--- config.mk ---
export PLATFORM = sky130hd
export DESIGN_NAME = ay_note_period_interp
export DESIGN_NICKNAME = d
export VERILOG_FILES = /design/src/rtl/ay_note_pkg.sv /design/src/rtl/ay_note_rom.sv /design/src/rtl/ay_note_period_interp.sv
export SDC_FILE = /design/constraint.sdc
export NUM_CORES = 1
export LEC_CHECK = 0
export ABC_AREA = 1
export BUFFER_PORTS_ARGS = -buffer_cell sky130_fd_sc_hd__buf_2
export CAP_MARGIN = 15
export CORE_ASPECT_RATIO = 0.7
export CORE_MARGIN = 8
export CORE_UTILIZATION = 55
export CTS_CLUSTER_DIAMETER = 60
export DETAILED_ROUTE_END_ITERATION = 16
export GPL_ROUTABILITY_DRIVEN = 0
export PLACE_DENSITY_LB_ADDON = 0.12
export RECOVER_POWER = 50
export SLEW_MARGIN = 20
export SYNTH_ARGS = -nofsm -noshare
export SYNTH_HDL_FRONTEND = slang
export SYNTH_HIERARCHICAL = 1
export SYNTH_SLANG_ARGS = --single-unit
--- constraint.sdc ---
create_clock -name clk -period 8 [get_ports clk]
set_clock_uncertainty 0.1 [all_clocks]
set_input_delay 1.2 -clock clk [delete_from_list [all_inputs] [get_ports clk]]
set_output_delay 1.2 -clock clk [all_outputs]
set_load 0.005 [all_outputs]
--- src/rtl/ay_note_pkg.sv ---
// ay_note_pkg: shared constants, FSM encoding and AY tone-period table for MIDI notes.
package ay_note_pkg;
  localparam int AY_CLK_HZ = 1750000;
  localparam int NOTE_W = 7;
  localparam int MIN_NOTE_PERIOD = 3977;
  typedef enum logic [2:0] {IDLE, RD0, RD1, CALC, WR} state_t;
  // round(AY_CLK_HZ / (16 * f_note)); notes below 21 would overflow 12 bits, so they clamp
  localparam logic [11:0] NOTE_TABLE [21:127] = '{
    12'd3977, 12'd3754, 12'd3543, 12'd3344, 12'd3157, 12'd2980, 12'd2812, 12'd2655, 12'd2506, 12'd2365, 12'd2232, 12'd2107,
    12'd1989, 12'd1877, 12'd1772, 12'd1672, 12'd1578, 12'd1490, 12'd1406, 12'd1327, 12'd1253, 12'd1182, 12'd1116, 12'd1053,
    12'd994,  12'd939,  12'd886,  12'd836,  12'd789,  12'd745,  12'd703,  12'd664,  12'd626,  12'd591,  12'd558,  12'd527,
    12'd497,  12'd469,  12'd443,  12'd418,  12'd395,  12'd372,  12'd352,  12'd332,  12'd313,  12'd296,  12'd279,  12'd263,
    12'd249,  12'd235,  12'd221,  12'd209,  12'd197,  12'd186,  12'd176,  12'd166,  12'd157,  12'd148,  12'd140,  12'd132,
    12'd124,  12'd117,  12'd111,  12'd105,  12'd99,   12'd93,   12'd88,   12'd83,   12'd78,   12'd74,   12'd70,   12'd66,
    12'd62,   12'd59,   12'd55,   12'd52,   12'd49,   12'd47,   12'd44,   12'd41,   12'd39,   12'd37,   12'd35,   12'd33,
    12'd31,   12'd29,   12'd28,   12'd26,   12'd25,   12'd23,   12'd22,   12'd21,   12'd20,   12'd18,   12'd17,   12'd16,
    12'd16,   12'd15,   12'd14,   12'd13,   12'd12,   12'd12,   12'd11,   12'd10,   12'd10,   12'd9,    12'd9
  };
  function automatic logic [11:0] note_period(input logic [6:0] i);
    return (i < 7'd21) ? 12'(MIN_NOTE_PERIOD) : NOTE_TABLE[i];
  endfunction
endpackage

--- src/rtl/ay_note_rom.sv ---
// ay_note_rom: 128x12 synchronous ROM of AY tone periods, one read port, 1-cycle latency.
module ay_note_rom
  import ay_note_pkg::*;
(
  input  logic        clk,
  input  logic [6:0]  addr,
  output logic [11:0] data
);
  always_ff @(posedge clk)
    data <= note_period(addr);
endmodule

--- src/rtl/ay_note_period_interp.sv ---
// ay_note_period_interp: MIDI note + bend to per-channel AY tone period via table lookup and interpolation.
module ay_note_period_interp
  import ay_note_pkg::*;
#(
  parameter int CHANNELS = 3,
  parameter int PERIOD_W = 12,
  parameter int FRAC_W   = 5,
  parameter int BEND_W   = 8
) (
  input  logic                         clk,
  input  logic                         rst,
  input  logic                         in_valid,
  output logic                         in_ready,
  input  logic [2:0]                   in_chan,
  input  logic [NOTE_W-1:0]            in_note,
  input  logic signed [BEND_W-1:0]     in_bend,
  output logic                         out_valid,
  output logic [2:0]                   out_chan,
  output logic [CHANNELS*PERIOD_W-1:0] period_out
);
  localparam int PW = NOTE_W + FRAC_W + 1;
  localparam int MW = PERIOD_W + FRAC_W;
  localparam logic signed [PW-1:0] PITCH_MAX = PW'((2**NOTE_W - 1) * 2**FRAC_W);
  state_t state, state_n;
  logic signed [PW-1:0] pitch;
  logic [PW-2:0] pitch_u;
  logic [2:0] chan_q;
  logic [NOTE_W-1:0] n_q, addr;
  logic [FRAC_W-1:0] f_q;
  logic [11:0] rom_data;
  logic [PERIOD_W-1:0] p0_q, p1, result;
  logic [MW-1:0] prod;
  logic [PERIOD_W-1:0] per_q [CHANNELS];
  logic chan_ok;
  assign pitch = $signed({1'b0, in_note, {FRAC_W{1'b0}}}) + PW'(in_bend);
  assign pitch_u = pitch[PW-1] ? '0 : (pitch > PITCH_MAX ? PITCH_MAX[PW-2:0] : pitch[PW-2:0]);
  assign in_ready = state == IDLE;
  assign chan_ok = 32'(chan_q) < CHANNELS;
  // RD0 fetches the base semitone; later states fetch its upper neighbour
  assign addr = state == RD0 ? n_q : (n_q == 7'd127 ? n_q : n_q + 7'd1);
  assign p1 = PERIOD_W'(rom_data);
  assign prod = MW'(p0_q - p1) * MW'(f_q);
  assign result = p0_q - PERIOD_W'(prod >> FRAC_W);
  ay_note_rom u_rom (
    .clk  (clk),
    .addr (addr),
    .data (rom_data)
  );
  always_comb begin
    state_n = state;
    state_n = state == IDLE ? (in_valid ? RD0 : IDLE) :
              state == RD0  ? RD1 :
              state == RD1  ? CALC :
              state == CALC ? WR : IDLE;
  end
  always_ff @(posedge clk) begin
    if (rst) begin
      state <= IDLE;
      out_valid <= 1'b0;
      out_chan <= '0;
      for (int k = 0; k < CHANNELS; k++) per_q[k] <= '0;
    end else begin
      state <= state_n;
      out_valid <= state == CALC && chan_ok;
      if (state == CALC && chan_ok) begin
        out_chan <= chan_q;
        for (int k = 0; k < CHANNELS; k++)
          if (32'(chan_q) == k) per_q[k] <= result;
      end
    end
  end
  always_ff @(posedge clk) begin
    if (in_valid && in_ready) begin
      chan_q <= in_chan;
      n_q <= pitch_u[PW-2:FRAC_W];
      f_q <= pitch_u[FRAC_W-1:0];
    end
    if (state == RD1) p0_q <= p1;
  end
  for (genvar k = 0; k < CHANNELS; k++) begin : g_out
    assign period_out[k*PERIOD_W +: PERIOD_W] = per_q[k];
  end
endmodule
==> impl_metrics.env, run 1 <==
export IMPL_dr_pass1_iters=6
export IMPL_start_util_pct=56.36
export IMPL_wl_per_cell_um=15.47
export IMPL_diodes=0
export IMPL_tightest_slew_ns=1.991
export IMPL_min_path_type="register to register"
export IMPL_worst_slack_ns=1.258
export IMPL_syn_nets=1161
export IMPL_syn_inst=1031
export IMPL_dr_wl_met3_mm=2.356
export IMPL_area_growth_pct=9.300
export IMPL_fin_cells=1282
export IMPL_final_common_cell="nand2_1"
export IMPL_clkTransAtPathRegs_ns=0.06
export IMPL_finalCritPeriodShare_pct=84.27
export IMPL_syn_avg_cell_area_sq_um=7.633
export IMPL_finalHoldViolCount=0
export IMPL_ys_types=50
export IMPL_seq_area_frac_synth_pct=28.87
export IMPL_cts_setup_buffers=0
export IMPL_most_common_layout_cells="nand2_1 (214), inv_1 (165), nor2_1 (127)"
export IMPL_critPathSlowestCell="fa_1"
export IMPL_whs_ns=0.3349
export IMPL_overflow=0
export IMPL_ios=62
export IMPL_status="complete, but fails checks"
export IMPL_met2WireLength_mm=7.833
export IMPL_dp_cells=1266
export IMPL_drtIter0Drc=789
export IMPL_syn_area_sq_mm=0.007870
export IMPL_post_place_ws_ns=1.320
export IMPL_cts_resized=0
export IMPL_ys_ff_latch=82
export IMPL_postRouteAntennaNets=0
export IMPL_die_x_um=159.0
export IMPL_dieArea_sq_mm=0.01845
export IMPL_startpoint_type="register"
export IMPL_synth_edf_count=63
export IMPL_ctsLongestPathBuffers=2
export IMPL_required_ns=7.98
export IMPL_violations="max-capacitance violations, max-slew violations"
export IMPL_grt_pass1_wl_mm=32.93
export IMPL_via_per_inst=5.414
export IMPL_rsz0062_at_grt="false"
export IMPL_critPathMaxFanout=5
export IMPL_setup_violations=0
export IMPL_numCtsBuffers=9
export IMPL_setup_tns_final_ns=0
export IMPL_die_h_um=116.1
export IMPL_async_flop_share_pct=0
export IMPL_arrival_ns=6.73
export IMPL_worstSetupPathType="register to register"
export IMPL_grt_antenna_before_repair=0
export IMPL_postCtsHoldBufs=0
export IMPL_insertion_delay_ns=0.34
export IMPL_fmax_mhz=148.3
export IMPL_fill_cells=1273
export IMPL_synth_top_flop_cell="edfxtp_1"
export IMPL_slew_viol_final=15
export IMPL_grt_max_degree=55
export IMPL_num_vias=6941
export IMPL_root_buffer="clkbuf_16"
export IMPL_max_cap_violations=1
export IMPL_cts_tree="yes"
export IMPL_period_minus_slack_ns=6.742
export IMPL_rows=36
export IMPL_cts_sinks=82
export IMPL_final_net_count=1217
export IMPL_drc=0
export IMPL_track_usage_pct=21.83
export IMPL_dp_hpwl_mm=15.92
export IMPL_wirelength_mm=19.83
export IMPL_end_kind="register"
export IMPL_core_area_sq_mm=0.01396
export IMPL_max_slew_margin_pct=-33.78
export IMPL_grt_pass1_vias=6698
export IMPL_routed_top_layer="met4"
export IMPL_critical_path_max_stage_delay_ns=0.55
export IMPL_htree_levels=3
export IMPL_yosys_warnings=6
export IMPL_drt_met1_wl_mm=9.508
export IMPL_drive_gt1_share_pct=10.81
export IMPL_io_buffers=61
==> cells in the mapped netlist, types with 5 or more instances <==
cell / number / area, sq um
xnor2_1: 17 / 148.9
dfxtp_1: 19 / 380.4
o21bai_1: 5 / 37.54
nor2_2: 5 / 31.28
buf_4: 5 / 37.54
edfxtp_1: 63 / 1892
inv_2: 8 / 30.03
a21oi_1: 53 / 265.3
xor2_1: 15 / 131.4
nand3_1: 90 / 450.4
nor3_1: 11 / 55.05
inv_1: 165 / 619.3
clkbuf_1: 5 / 18.77
o21ai_0: 30 / 150.1
nor2_1: 126 / 473.0
ha_1: 70 / 875.8
fa_1: 39 / 780.8
nand4_1: 11 / 68.82
o21ai_1: 6 / 30.03
nand2_1: 214 / 803.3
buf_2: 7 / 35.03
nand2_2: 9 / 56.30
==> state kept, by name (all words and copies together), names as in the netlist <==
name and flops:
chan_q 3, f_q 5, n_q 7, out_chan 3, out_valid 1, p0_q 12, per_q 36, state 3
u_rom/data 12
==> worst max-delay path: cells and delay by family, from the launching register on <==
family | cells | cell delay, ns
compound gates | 7 | 1.15
xor+xnor | 2 | 0.73
flops | 1 | 0.33
simple gates | 10 | 1.13
buf+inv | 3 | 0.16
fa+ha+maj | 7 | 2.91
==> logic make-up (layout without fill, tap and decap cells) <==
logic type	after synthesis	after routing	share of synthesized area, %
DFF	82	82	28.87
buffers and inverters	198	259	10.21
and+or+nand+nor	486	486	26.87
AOI/OAI and AO/OA	120	120	8.681
adders and majority gates	109	109	21.05
muxes	1	1	0.1431
xor gates and xnor gates	35	35	4.181
==> layout make-up <==
type                            count  area (sq um)  share of cell area, %
Multi-Input combinational cell    751          4800                  55.80
Sequential cell                    82          2272                  26.41
Inverter                          176         663.1                  7.709
Timing Repair Buffer               67         336.6                  3.913
Tap cell                          190         237.7                  2.764
Clock buffer                        9         225.2                  2.618
Clock inverter                      7         67.56                 0.7855
==> through the flow <==
step                      instance area [sq um]  utilization, %
after floorplan                            7870               -
after global routing                       8602           61.60
final                                      8602           61.60
after detailed placement                   8335           59.70
after global placement                     8335           59.70
after CTS                                  8628           61.79
==> routing by layer <==
layer  vias to the layer above  GRT usage [%]
met2                       336          30.82
met4                         0          4.070
li1                       3439              -
met5                         -              0
met3                        19          6.352
met1                      3147          32.38
==> worst paths after layout <==
check	start	endpoint	slack, ns	depth (start not counted)
setup / recovery	p0_q[0]	per_q[0][35]	1.26	29
hold reg to reg	u_rom/data[10]	p0_q[10]	0.33	0
setup reg to reg	p0_q[0]	per_q[0][35]	1.26	29
hold / removal	u_rom/data[10]	p0_q[10]	0.33	0
Power of run 1 is left out: the tool's default activity adds up to more than one toggle a clock period on the data nets, which glitch-free logic cannot reach.
==> inputs of run 2 (changes only) <==
Clock period 8 ns to 6.4 ns, I/O delays scaled along.
==> run 2 against run 1 <==
  * The flow still finishes with violations (max-capacitance violations, max-slew violations)
  * Flip-flop and latch count stayed put
  * Worst hold slack better by 0.0036 ns
  * Setup slack worse by 1.1 ns
  * Register-to-register slack worse by 1.1 ns
  * Via count is 3.0% higher
  * Critical path depth is 1 higher
  * Sequential share of layout area is 1.1 points lower
  * Non-clock buffer count is 14 higher
  * Highest routed layer unchanged
==> impl_metrics.env, run 2 (synthesis gave the netlist of run 1 again) <==
export IMPL_status="complete, but fails checks"
export IMPL_violations="max-capacitance violations, max-slew violations"
export IMPL_worstHoldStart="u_rom/data[11]"
export IMPL_finalHoldViolCount=0
export IMPL_final_seq_area_sq_mm=0.002272
export IMPL_io_buffers=61
export IMPL_min_path_type="register to register"
export IMPL_setup_violations=0
export IMPL_post_place_ws_ns=0.03655
export IMPL_path_common_cell="nand2_1"
export IMPL_drtIter0Drc=692
export IMPL_cts_tree="yes"
export IMPL_fill_cells=1237
export IMPL_critPathMaxFanout=4
export IMPL_reg_top3="per_q (36), p0_q (12), u_rom/data (12)"
export IMPL_grt_pass1_vias=6623
export IMPL_worst_slack_ns=0.1852
export IMPL_grt_antenna_before_repair=0
export IMPL_dr_pass1_iters=6
export IMPL_wl_per_cell_um=16.35
export IMPL_overflow=0
export IMPL_fin_cells=1296
export IMPL_via_per_inst=5.515
export IMPL_track_usage_pct=22.26
export IMPL_postCtsHoldBufs=0
export IMPL_max_cap_violations=1
export IMPL_drive_gt1_share_pct=14.83
export IMPL_drc=0
export IMPL_startpoint_type="register"
export IMPL_grt_pass1_wl_mm=33.37
export IMPL_rows=36
export IMPL_required_ns=6.40
export IMPL_rr_startpoint="p0_q[1]"
export IMPL_finalCritPeriodShare_pct=97.11
export IMPL_core_area_sq_mm=0.01396
export IMPL_dieArea_sq_mm=0.01845
export IMPL_largest_reg_flops=36
export IMPL_setup_tns_final_ns=0
export IMPL_ios=62
export IMPL_clkTransAtPathRegs_ns=0.07
export IMPL_most_common_layout_cells="nand2_1 (208), inv_1 (162), nor2_1 (122)"
export IMPL_r2r_cells=30
export IMPL_min_delay_worst_endpoint="p0_q[11]"
export IMPL_cts_sinks=82
export IMPL_rr_endpoint="per_q[0][11]"
export IMPL_final_net_count=1231
export IMPL_htree_levels=3
export IMPL_wirelength_mm=21.19
export IMPL_multiInputGateArea_sq_mm=0.005096
export IMPL_diodes=0
export IMPL_max_slew_margin_pct=-30.31
export IMPL_fmax_mhz=160.9
export IMPL_dp_hpwl_mm=16.19
export IMPL_regMostFlops="per_q"
export IMPL_die_h_um=116.1
export IMPL_worstSetupPathType="register to register"
export IMPL_root_buffer="clkbuf_16"
export IMPL_reg2reg_slack_ns=0.19
export IMPL_critPathSlowestCell="fa_1"
export IMPL_tightest_slew_ns=1.940
export IMPL_critical_path_max_stage_delay_ns=0.54
export IMPL_die_x_um=159.0
export IMPL_arrival_ns=6.22
export IMPL_period_minus_slack_ns=6.215
export IMPL_grt_max_degree=55
export IMPL_end_kind="register"
export IMPL_dp_cells=1272
export IMPL_postRouteAntennaNets=0
export IMPL_area_growth_pct=14.15
export IMPL_numCtsBuffers=9
export IMPL_hold_depth=0
export IMPL_ctsLongestPathBuffers=2
export IMPL_insertion_delay_ns=0.35
export IMPL_num_vias=7147
export IMPL_final_common_cell="nand2_1"
export IMPL_slew_viol_final=15
export IMPL_start_util_pct=56.36
run 2: cell count changes in the layout (fill, tap and decap cells not counted), moves of 4 or more:
| cell | previous run | this run |
|---|---|---|
| nor2_2 | 4 | 9 |
| ha_4 | 0 | 8 |
| buf_4 | 5 | 19 |
| clkbuf_1 | 9 | 28 |
| a21oi_1 | 53 | 42 |
| buf_2 | 53 | 34 |
| nor2_1 | 127 | 122 |
| ha_2 | 0 | 4 |
| a21oi_2 | 2 | 11 |
| nand2_2 | 9 | 15 |
| nand2_1 | 214 | 208 |
| ha_1 | 70 | 58 |
run 2: metrics by stage:
step / util [%] / hold WS, ns / instance area (sq um)
after floorplan: - / 0.3082 / 7870
after global placement: 60.02 / 0.3150 / 8381
after detailed placement: 60.02 / 0.3219 / 8381
after CTS: 62.14 / 0.3412 / 8677
after global routing: 64.34 / 0.3558 / 8984
final: 64.34 / 0.3385 / 8984
run 2: final cells by class:
type / instances / area share [%]
Clock inverter: 7 / 0.7939
Sequential cell: 82 / 25.29
Clock buffer: 9 / 2.507
Timing Repair Buffer: 81 / 4.652
Inverter: 176 / 7.382
Multi-Input combinational cell: 751 / 56.73
Tap cell: 190 / 2.646
run 2: what timing repair did:
item | 4_1_cts | 5_1_grt
endpoints found under the setup margin | 0 | 21
buffers inserted | 0 | 8
gates resized for setup | 0 | 60
run 2: worst max path at each step:
stage | from | to | slack (ns) | cells after the start
finish | p0_q[1] | per_q[0][11] | 0.19 | 30
global route | p0_q[1] | per_q[0][22] | -0.11 | 32
CTS | p0_q[0] | per_q[0][23] | 0.02 | 27
detailed placement | p0_q[0] | per_q[0][35] | 0.04 | 27
global placement | p0_q[0] | per_q[0][35] | 0.13 | 33
floorplan | p0_q[0] | per_q[0][11] | 0.59 | 29
run 2: critical path: cells and delay by family (launching register included):
kind	cells	cell delay, ns
XOR/XNOR	2	0.38
AO/OA/AOI/OAI	6	0.91
AND/OR/NAND/NOR	12	1.37
flip-flops	1	0.39
adder cells (fa/ha/maj)	6	2.50
buffers and inverters	4	0.28
run 2: per-layer routing:
layer	global-route usage (%)	part of all wire (%)
met4	6.011	1.8
met1	32.90	47
met2	30.36	40
met5	2.128	0
met3	6.671	11
Power of run 2 is left out for the same reason.
